===== src/rtl/axis_src_defs_pkg.sv =====
// Shared definitions for the AXI4-Stream frame source: FSM state encoding,
// LFSR seed/taps used by the optional stall generator, frame counter width,
// and the sideband flags that travel alongside each pixel.
package axis_src_defs_pkg;

  typedef enum logic [1:0] {
    ST_IDLE  = 2'd0,
    ST_RUN   = 2'd1,
    ST_GAP   = 2'd2,
    ST_DRAIN = 2'd3
  } src_state_e;

  localparam int FRAME_CNT_W = 16;

  // 16-bit Fibonacci LFSR, taps 16,14,13,11 (bit indices 15,13,12,10).
  localparam logic [15:0] LFSR_SEED = 16'hACE1;
  localparam logic [15:0] LFSR_TAPS = 16'hB400;

  // Flags computed when a read is issued; they ride with the returned data.
  // flast marks the last pixel of a frame independently of the tlast mode.
  typedef struct packed {
    logic flast;
    logic tlast;
    logic tuser;
  } beat_side_t;

  localparam int SIDE_W = $bits(beat_side_t);

  function automatic logic [15:0] lfsr_next(input logic [15:0] cur);
    return {cur[14:0], ^(cur & LFSR_TAPS)};
  endfunction

endpackage


===== src/rtl/axis_skid2.sv =====
// Two-entry output buffer for the frame source. The head entry drives the
// stream outputs directly, so the payload is stable while the sink stalls.
// flush_i empties the buffer and wins over a simultaneous push/pop.
module axis_skid2 #(
  parameter int W = 11
) (
  input  logic         clk,
  input  logic         rst,
  input  logic         flush_i,
  input  logic         push_i,
  input  logic [W-1:0] push_data_i,
  input  logic         pop_i,
  output logic [W-1:0] head_o,
  output logic [1:0]   count_o
);

  logic [W-1:0] mem_q [2];
  logic         wr_ptr_q;
  logic         rd_ptr_q;
  logic [1:0]   count_q;
  logic         do_push;
  logic         do_pop;

  // Qualify push/pop: never pop empty, push into a full buffer only if a pop frees a slot.
  always_comb begin
    do_pop  = pop_i && (count_q != 2'd0);
    do_push = push_i && ((count_q != 2'd2) || do_pop);
  end

  // Storage, pointers and occupancy.
  always_ff @(posedge clk or posedge rst) begin
    if (rst) begin
      for (int i = 0; i < 2; i++) begin
        mem_q[i] <= '0;
      end
      wr_ptr_q <= 1'b0;
      rd_ptr_q <= 1'b0;
      count_q  <= 2'd0;
    end else if (flush_i) begin
      wr_ptr_q <= 1'b0;
      rd_ptr_q <= 1'b0;
      count_q  <= 2'd0;
    end else begin
      if (do_push) begin
        mem_q[wr_ptr_q] <= push_data_i;
        wr_ptr_q        <= ~wr_ptr_q;
      end
      if (do_pop) begin
        rd_ptr_q <= ~rd_ptr_q;
      end
      case ({do_push, do_pop})
        2'b10:   count_q <= count_q + 2'd1;
        2'b01:   count_q <= count_q - 2'd1;
        default: count_q <= count_q;
      endcase
    end
  end

  assign head_o  = mem_q[rd_ptr_q];
  assign count_o = count_q;

endmodule


===== src/rtl/axis_frame_source.sv =====
// AXI4-Stream pixel frame source. Reads a FRAME_W x FRAME_H raster from a
// synchronous memory (1-cycle latency) and streams it with backpressure,
// tuser on the first pixel of a frame and tlast per last_mode.
// Optional stall generator: define AXIS_SRC_STALL_LFSR_EN to add the stall_en
// input and an LFSR that suppresses read issue pseudo-randomly.
//
// Handshake: a beat transfers on a rising edge where m_axis_tvalid and
// m_axis_tready are both high; tvalid never drops and the payload never
// changes while tvalid is high and tready is low.
module axis_frame_source
  import axis_src_defs_pkg::*;
#(
  parameter int DATA_W  = 8,
  parameter int FRAME_W = 1024,
  parameter int FRAME_H = 1025,
  parameter int GAP_W   = 8,
  parameter int ADDR_W  = $clog2(FRAME_W * FRAME_H)
) (
  input  logic                   clk,
  input  logic                   rst,
  input  logic                   start,
  input  logic                   abort,
  input  logic                   loop_en,
  input  logic                   last_mode,
  input  logic [GAP_W-1:0]       line_gap,
`ifdef AXIS_SRC_STALL_LFSR_EN
  input  logic                   stall_en,
`endif
  output logic                   mem_en,
  output logic [ADDR_W-1:0]      mem_addr,
  input  logic [DATA_W-1:0]      mem_rdata,
  output logic [DATA_W-1:0]      m_axis_tdata,
  output logic                   m_axis_tvalid,
  input  logic                   m_axis_tready,
  output logic                   m_axis_tuser,
  output logic                   m_axis_tlast,
  output logic                   busy,
  output logic                   frame_done,
  output logic [FRAME_CNT_W-1:0] frame_cnt
);

  localparam int COL_W = (FRAME_W > 1) ? $clog2(FRAME_W) : 1;
  localparam int ROW_W = (FRAME_H > 1) ? $clog2(FRAME_H) : 1;
  localparam logic [COL_W-1:0] COL_LAST = COL_W'(FRAME_W - 1);
  localparam logic [ROW_W-1:0] ROW_LAST = ROW_W'(FRAME_H - 1);
  localparam int PL_W = DATA_W + SIDE_W;

  src_state_e       state_q, state_d;
  logic [COL_W-1:0] col_q, col_d;
  logic [ROW_W-1:0] row_q, row_d;
  logic [ADDR_W-1:0] addr_q, addr_d;
  logic [GAP_W-1:0] gap_q, gap_d;
  logic             lmode_q, lmode_d;

  logic             pend_q;
  beat_side_t       side_q, side_d;

  logic [FRAME_CNT_W-1:0] frame_cnt_q;
  logic             frame_done_q;

  logic [PL_W-1:0]  fifo_head;
  logic [1:0]       fifo_count;
  beat_side_t       head_side;
  logic             fifo_pop;
  logic [2:0]       inflight;
  logic             credit_ok;
  logic             stall;
  logic             issue;
  logic             start_ok;
  logic             col_last;
  logic             row_last;
  logic             drain_done;

`ifdef AXIS_SRC_STALL_LFSR_EN
  logic [15:0] lfsr_q;

  // Stall generator: reseeded on start, free-runs while busy.
  always_ff @(posedge clk or posedge rst) begin
    if (rst) begin
      lfsr_q <= LFSR_SEED;
    end else if (start_ok) begin
      lfsr_q <= LFSR_SEED;
    end else if (state_q != ST_IDLE) begin
      lfsr_q <= lfsr_next(lfsr_q);
    end
  end

  assign stall = stall_en & lfsr_q[0];
`else
  assign stall = 1'b0;
`endif

  // Issue control: reads are allowed while buffered + in-flight beats,
  // less the beat leaving this cycle, stay below the buffer depth.
  always_comb begin
    fifo_pop   = (fifo_count != 2'd0) && m_axis_tready;
    inflight   = {1'b0, fifo_count} + {2'b00, pend_q} - {2'b00, fifo_pop};
    credit_ok  = inflight < 3'd2;
    issue      = (state_q == ST_RUN) && credit_ok && !stall && !abort;
    start_ok   = (state_q == ST_IDLE) && start && !abort;
    col_last   = (col_q == COL_LAST);
    row_last   = (row_q == ROW_LAST);
    drain_done = !pend_q &&
                 ((fifo_count == 2'd0) || ((fifo_count == 2'd1) && fifo_pop));
  end

  // Sideband flags for the pixel being issued this cycle.
  always_comb begin
    side_d       = '0;
    side_d.tuser = (col_q == '0) && (row_q == '0);
    side_d.flast = col_last && row_last;
    side_d.tlast = lmode_q ? col_last : (col_last && row_last);
  end

  // Next-state: raster walk, line gaps, frame wrap/drain; abort overrides all.
  // addr tracks row*FRAME_W+col incrementally instead of multiplying.
  always_comb begin
    state_d = state_q;
    col_d   = col_q;
    row_d   = row_q;
    addr_d  = addr_q;
    gap_d   = gap_q;
    lmode_d = lmode_q;
    case (state_q)
      ST_IDLE: begin
        if (start_ok) begin
          state_d = ST_RUN;
          col_d   = '0;
          row_d   = '0;
          addr_d  = '0;
          lmode_d = last_mode;
        end
      end
      ST_RUN: begin
        if (issue) begin
          if (col_last) begin
            col_d   = '0;
            lmode_d = last_mode;
            if (row_last) begin
              row_d  = '0;
              addr_d = '0;
            end else begin
              row_d  = row_q + ROW_W'(1);
              addr_d = addr_q + ADDR_W'(1);
            end
            if (row_last && !loop_en) begin
              state_d = ST_DRAIN;
            end else if (line_gap != '0) begin
              state_d = ST_GAP;
              gap_d   = line_gap;
            end
          end else begin
            col_d  = col_q + COL_W'(1);
            addr_d = addr_q + ADDR_W'(1);
          end
        end
      end
      ST_GAP: begin
        gap_d = gap_q - GAP_W'(1);
        if (gap_q <= GAP_W'(1)) begin
          state_d = ST_RUN;
        end
      end
      ST_DRAIN: begin
        if (drain_done) begin
          state_d = ST_IDLE;
        end
      end
      default: state_d = ST_IDLE;
    endcase
    if (abort) begin
      state_d = ST_IDLE;
      col_d   = '0;
      row_d   = '0;
      addr_d  = '0;
      gap_d   = '0;
    end
  end

  // FSM and raster position registers.
  always_ff @(posedge clk or posedge rst) begin
    if (rst) begin
      state_q <= ST_IDLE;
      col_q   <= '0;
      row_q   <= '0;
      addr_q  <= '0;
      gap_q   <= '0;
      lmode_q <= 1'b0;
    end else begin
      state_q <= state_d;
      col_q   <= col_d;
      row_q   <= row_d;
      addr_q  <= addr_d;
      gap_q   <= gap_d;
      lmode_q <= lmode_d;
    end
  end

  // Read pipeline: remember which cycle's read returns data and its flags.
  always_ff @(posedge clk or posedge rst) begin
    if (rst) begin
      pend_q <= 1'b0;
      side_q <= '0;
    end else begin
      pend_q <= issue;
      if (issue) begin
        side_q <= side_d;
      end
    end
  end

  axis_skid2 #(
    .W(PL_W)
  ) u_buf (
    .clk        (clk),
    .rst        (rst),
    .flush_i    (abort),
    .push_i     (pend_q),
    .push_data_i({side_q, mem_rdata}),
    .pop_i      (fifo_pop),
    .head_o     (fifo_head),
    .count_o    (fifo_count)
  );

  assign head_side = beat_side_t'(fifo_head[PL_W-1 -: SIDE_W]);

  // Frame completion: counted on the edge accepting the frame-last pixel.
  always_ff @(posedge clk or posedge rst) begin
    if (rst) begin
      frame_cnt_q  <= '0;
      frame_done_q <= 1'b0;
    end else begin
      frame_done_q <= !abort && fifo_pop && head_side.flast;
      if (start_ok) begin
        frame_cnt_q <= '0;
      end else if (!abort && fifo_pop && head_side.flast) begin
        frame_cnt_q <= frame_cnt_q + FRAME_CNT_W'(1);
      end
    end
  end

  assign mem_en        = issue;
  assign mem_addr      = addr_q;
  assign m_axis_tdata  = fifo_head[DATA_W-1:0];
  assign m_axis_tvalid = (fifo_count != 2'd0);
  assign m_axis_tuser  = head_side.tuser;
  assign m_axis_tlast  = head_side.tlast;
  assign busy          = (state_q != ST_IDLE);
  assign frame_done    = frame_done_q;
  assign frame_cnt     = frame_cnt_q;

endmodule


===== config.mk =====
export PLATFORM = sky130hd
export DESIGN_NAME = axis_frame_source
export DESIGN_NICKNAME = d
export VERILOG_FILES = /design/src/rtl/axis_src_defs_pkg.sv /design/src/rtl/axis_skid2.sv /design/src/rtl/axis_frame_source.sv
export SDC_FILE = /design/constraint.sdc
export NUM_CORES = 1
export LEC_CHECK = 0
export CAP_MARGIN = 10
export CORE_MARGIN = 3
export CORE_UTILIZATION = 40
export DETAILED_ROUTE_END_ITERATION = 12
export MAX_ROUTING_LAYER = met4
export PLACE_DENSITY = 0.69
export SLEW_MARGIN = 15
export SYNTH_ARGS = -nofsm -noshare
export SYNTH_HDL_FRONTEND = slang
export SYNTH_SLANG_ARGS = --single-unit

===== constraint.sdc =====
create_clock -name clk -period 4.33 [get_ports clk]
set_input_delay 0.866 -clock clk [delete_from_list [all_inputs] [get_ports clk]]
set_output_delay 0.866 -clock clk [all_outputs]
set_load 0.02 [all_outputs]

==> impl_metrics.py <==
metrics = {
    "route": {
        "drt_pre_antenna_iters": 5,
        "drc_errors": 0,
        "num_vias": 4469,
        "drt.antenna.violating_nets": 0,
        "routed_wl_mm": 12.7,
        "routedWlPerCell_um": 16.1,
        "viasPerCell": 5.64,
        "drt-initial-drc-count": 330,
    },
    "layout": {
        "num-nets-final": 651,
        "final_core_util_pct": 51.2,
        "drive_gt1_share_pct": 11.6,
        "nFillCells": 1196,
        "areaGrowthSynthToFinish_pct": 22.6,
        "n_antenna_cell": 0,
        "fin_cells": 793,
        "final_cell_mix": "100 x dfrtp_1, 72 x clkdlybuf4s50_1, 64 x nor2_1",
        "final_common_cell": "dfrtp_1",
    },
    "timing": {
        "setup_violations": 0,
        "timing.final.crit_share_pct": 89.5,
        "rsz0062_at_grt": "false",
        "slew_violations": 0,
        "finClkSkew_ns": 0.00940,
        "tightest_slew_ns": 0.945,
        "tns_ns": 0,
        "slew_headroom_pct": 36.8,
        "hold_viol_final": 0,
        "min_period_ns": 3.87,
        "fmax_ghz": 0.258,
    },
    "floorplanning": {
        "initial_utilization_pct": 41.8,
        "die_w_um": 122,
        "pin_count": 74,
        "die_h_um": 122,
        "num_rows": 41,
        "die_area_um2": 14900,
        "core_area_um2": 12900,
    },
    "critical_path": {
        "timing.critical_path.buf_inv": 3,
        "crit_cells": 9,
        "r2r-end": "gap_q[1]",
        "cp_slowest_cell": "clkdlybuf4s50_1",
        "start_kind": "primary input",
        "crit_path_cell_trace": "clkdlybuf4s50_1 -> nand2b_1 -> nor2_1 -> o21ai_0 -> fa_1 -> xnor2_1 -> nand3_1 -> inv_1 -> dlymetal6s2s_1",
        "critPathRequiredTime_ns": 3.46,
        "crit_fanout": 4,
        "r2r_slack_ns": 0.92,
        "reg2reg_depth": 10,
        "critPathArrivalTime_ns": 3.01,
        "max_stage_delay_ns": 0.55,
        "path_class": "in -> out",
        "endpoint_kind": "output port",
        "cp_top_family": "buffers and inverters",
        "r2r-start": "u_buf.count_o[1]",
    },
    "power": {
        "switching_power_mw": 1.24,
        "p_per_area_nw_per_um2": 492,
        "seq_power_share_pct": 38.1,
        "p_total_mw": 3.26,
        "p_sw_share_pct": 38.1,
        "p_int_mw": 2.02,
        "power.share.clock_pct": 24.5,
        "peakVddDrop_uv": 232,
        "p_leak_nw": 2.73,
        "p_comb_share_pct": 37.3,
    },
    "placement": {
        "portBuffers": 73,
        "globalplace.congestion": 0.883,
        "place_hpwl_mm": 8.79,
        "dp_cells": 777,
    },
    "clocking": {
        "path_clk_slew_ns": 0.07,
        "clock-root-buffer": "clkbuf_16",
        "htree_levels": 3,
        "cts_made_buffers": 9,
        "clk-insertion-delay-late_ns": 0.36,
        "cts_num_sinks": 100,
        "clk_path_buf_depth": 2,
        "cts_tree": "done",
    },
    "grt": {
        "grt_max_degree": 89,
        "grt_pass1_wl_mm": 21.1,
        "grt_overflow": 0,
        "antenna_found_initial": 0,
        "grt_pass1_vias": 4327,
        "groute.usage.overall_pct": 18.2,
    },
    "logic_synthesis": {
        "ys_seq_area_share_pct": 46.4,
        "syn_area_per_cell_um2": 9.96,
        "yosys_warnings": 0,
        "synth_top_area_share_pct": 46.4,
        "synthTopCellsByArea": "dfrtp_1 46%, mux2_2 6.9%, xnor2_1 5.0%, nor2_1 4.5%, ha_1 2.5%",
        "synthMuxAreaShare_pct": 7.90,
        "synth_fa_ha_area_share_pct": 2.92,
        "synth_compound_area_share_pct": 12.2,
        "synth_edf_count": 0,
        "ys_dominant_reg_cell": "dfrtp_1",
        "synth_top_family_by_area": "simple AND/OR/NAND/NOR gates",
        "syn_inst": 542,
        "synth_fp_nets": 577,
        "synth-simple-area-share_pct": 20.4,
        "synth_area_um2": 5400,
        "synth_cell_type_count": 59,
        "ys_ff_latch": 100,
        "async_flop_share_pct": 100,
        "synthXorXnorAreaFrac_pct": 6.65,
        "yosysTopAreaCell": "dfrtp_1",
    },
    "hold_path": {
        "hp-start": "u_buf.mem_q[0]",
        "hold_end": "u_buf.mem_q[0]",
        "whs_path_depth": 1,
        "min_path_type": "reg -> reg",
    },
    "flow_run": {
        "max-cap-violations": 0,
    },
    "outcome": {
        "status": "completed",
    },
}
-- worst max-delay path by stage --
| stage | startpoint | end | slack, ns |
|---|---|---|---|
| final | m_axis_tready | mem_en | 0.46 |
| after global routing | m_axis_tready | mem_en | 0.24 |
| after CTS | m_axis_tready | mem_en | 0.09 |
| after detailed placement | m_axis_tready | mem_en | 0.11 |
| after global placement | m_axis_tready | mem_en | 0.17 |
| after floorplan | rst | col_q[0] | 0.85 |
-- per-stage QoR --
stage	hold WS, ns	setup slack (ns)	cell area [µm²]
global placement	0.481	0.170	6320
floorplan	0.461	0.845	5400
finish	0.504	0.456	6620
CTS	0.504	0.0863	6620
detailed placement	0.488	0.110	6320
global route	0.525	0.243	6620
-- power groups by stage --
stage / clock network, mW / registers [mW] / logic (mW)
finish: 0.798 / 1.24 / 1.22
CTS: 0.820 / 1.24 / 1.22
global route: 0.860 / 1.27 / 1.34
global placement: 0 / 1.25 / 1.17
floorplan: 0 / 1.20 / 0.863
detailed placement: 0 / 1.26 / 1.21
-- metal layers --
layer,global-route usage (%),up-vias,wire [µm]
li1,-,2125,-
met1,23.0,2196,5890
met2,29.2,128,6000
met3,4.87,20,606
met4,4.62,0,227
met5,-,-,0
-- what timing repair did --
| item | in CTS | in global routing |
|---|---|---|
| hold buffers | 0 | 0 |
| resized for setup | 0 | 1 |
| setup endpoints to repair | 0 | 1 |
| buffers inserted | 0 | 0 |
-- registers in the layout, indices dropped and copies added, names as in the netlist --
register / count
u_buf.mem_q: 22
mem_addr: 21
frame_cnt: 16
row_q: 11
col_q: 10
gap_q: 8
side_q: 3
state_q: 2
u_buf.count_o: 2
frame_done: 1
lmode_q: 1
pend_q: 1
u_buf.rd_ptr_q: 1
u_buf.wr_ptr_q: 1
-- kinds of logic (layout without fill, tap and decap cells) --
group / count (synthesis) / count (layout)
DFF: 100 / 100
AOI/OAI and AO/OA: 97 / 97
xor gates and xnor gates: 41 / 41
muxes: 38 / 38
adders and majority gates: 12 / 12
and+or+nand+nor: 211 / 211
buffers and inverters: 43 / 122
-- cells in the mapped netlist (all sizes together) (5+ instances only) --
cell and count:
a211oi 5, a21oi 16, and4 5, buf 10
clkbuf 12, dfrtp 100, ha 11, inv 20
mux2 34, nand2 28, nand3 22, nand4 16
nor2 64, nor2b 6, nor3 20, nor3b 8
nor4 12, nor4b 6, o21ai 26, o31ai 13
o41ai 7, or3 7, xnor2 31, xor2 10
-- area by class of cell --
type	instances	area, µm²	share of cell area [%]
Clock buffer	9	225	3.40
Clock inverter	7	66.3	1.00
Inverter	21	83.8	1.27
Multi-Input combinational cell	399	2700	40.8
Sequential cell	100	2500	37.8
Tap cell	172	215	3.25
Timing Repair Buffer	85	823	12.4
No activity file was read; power rests on OpenSTA's default activity.
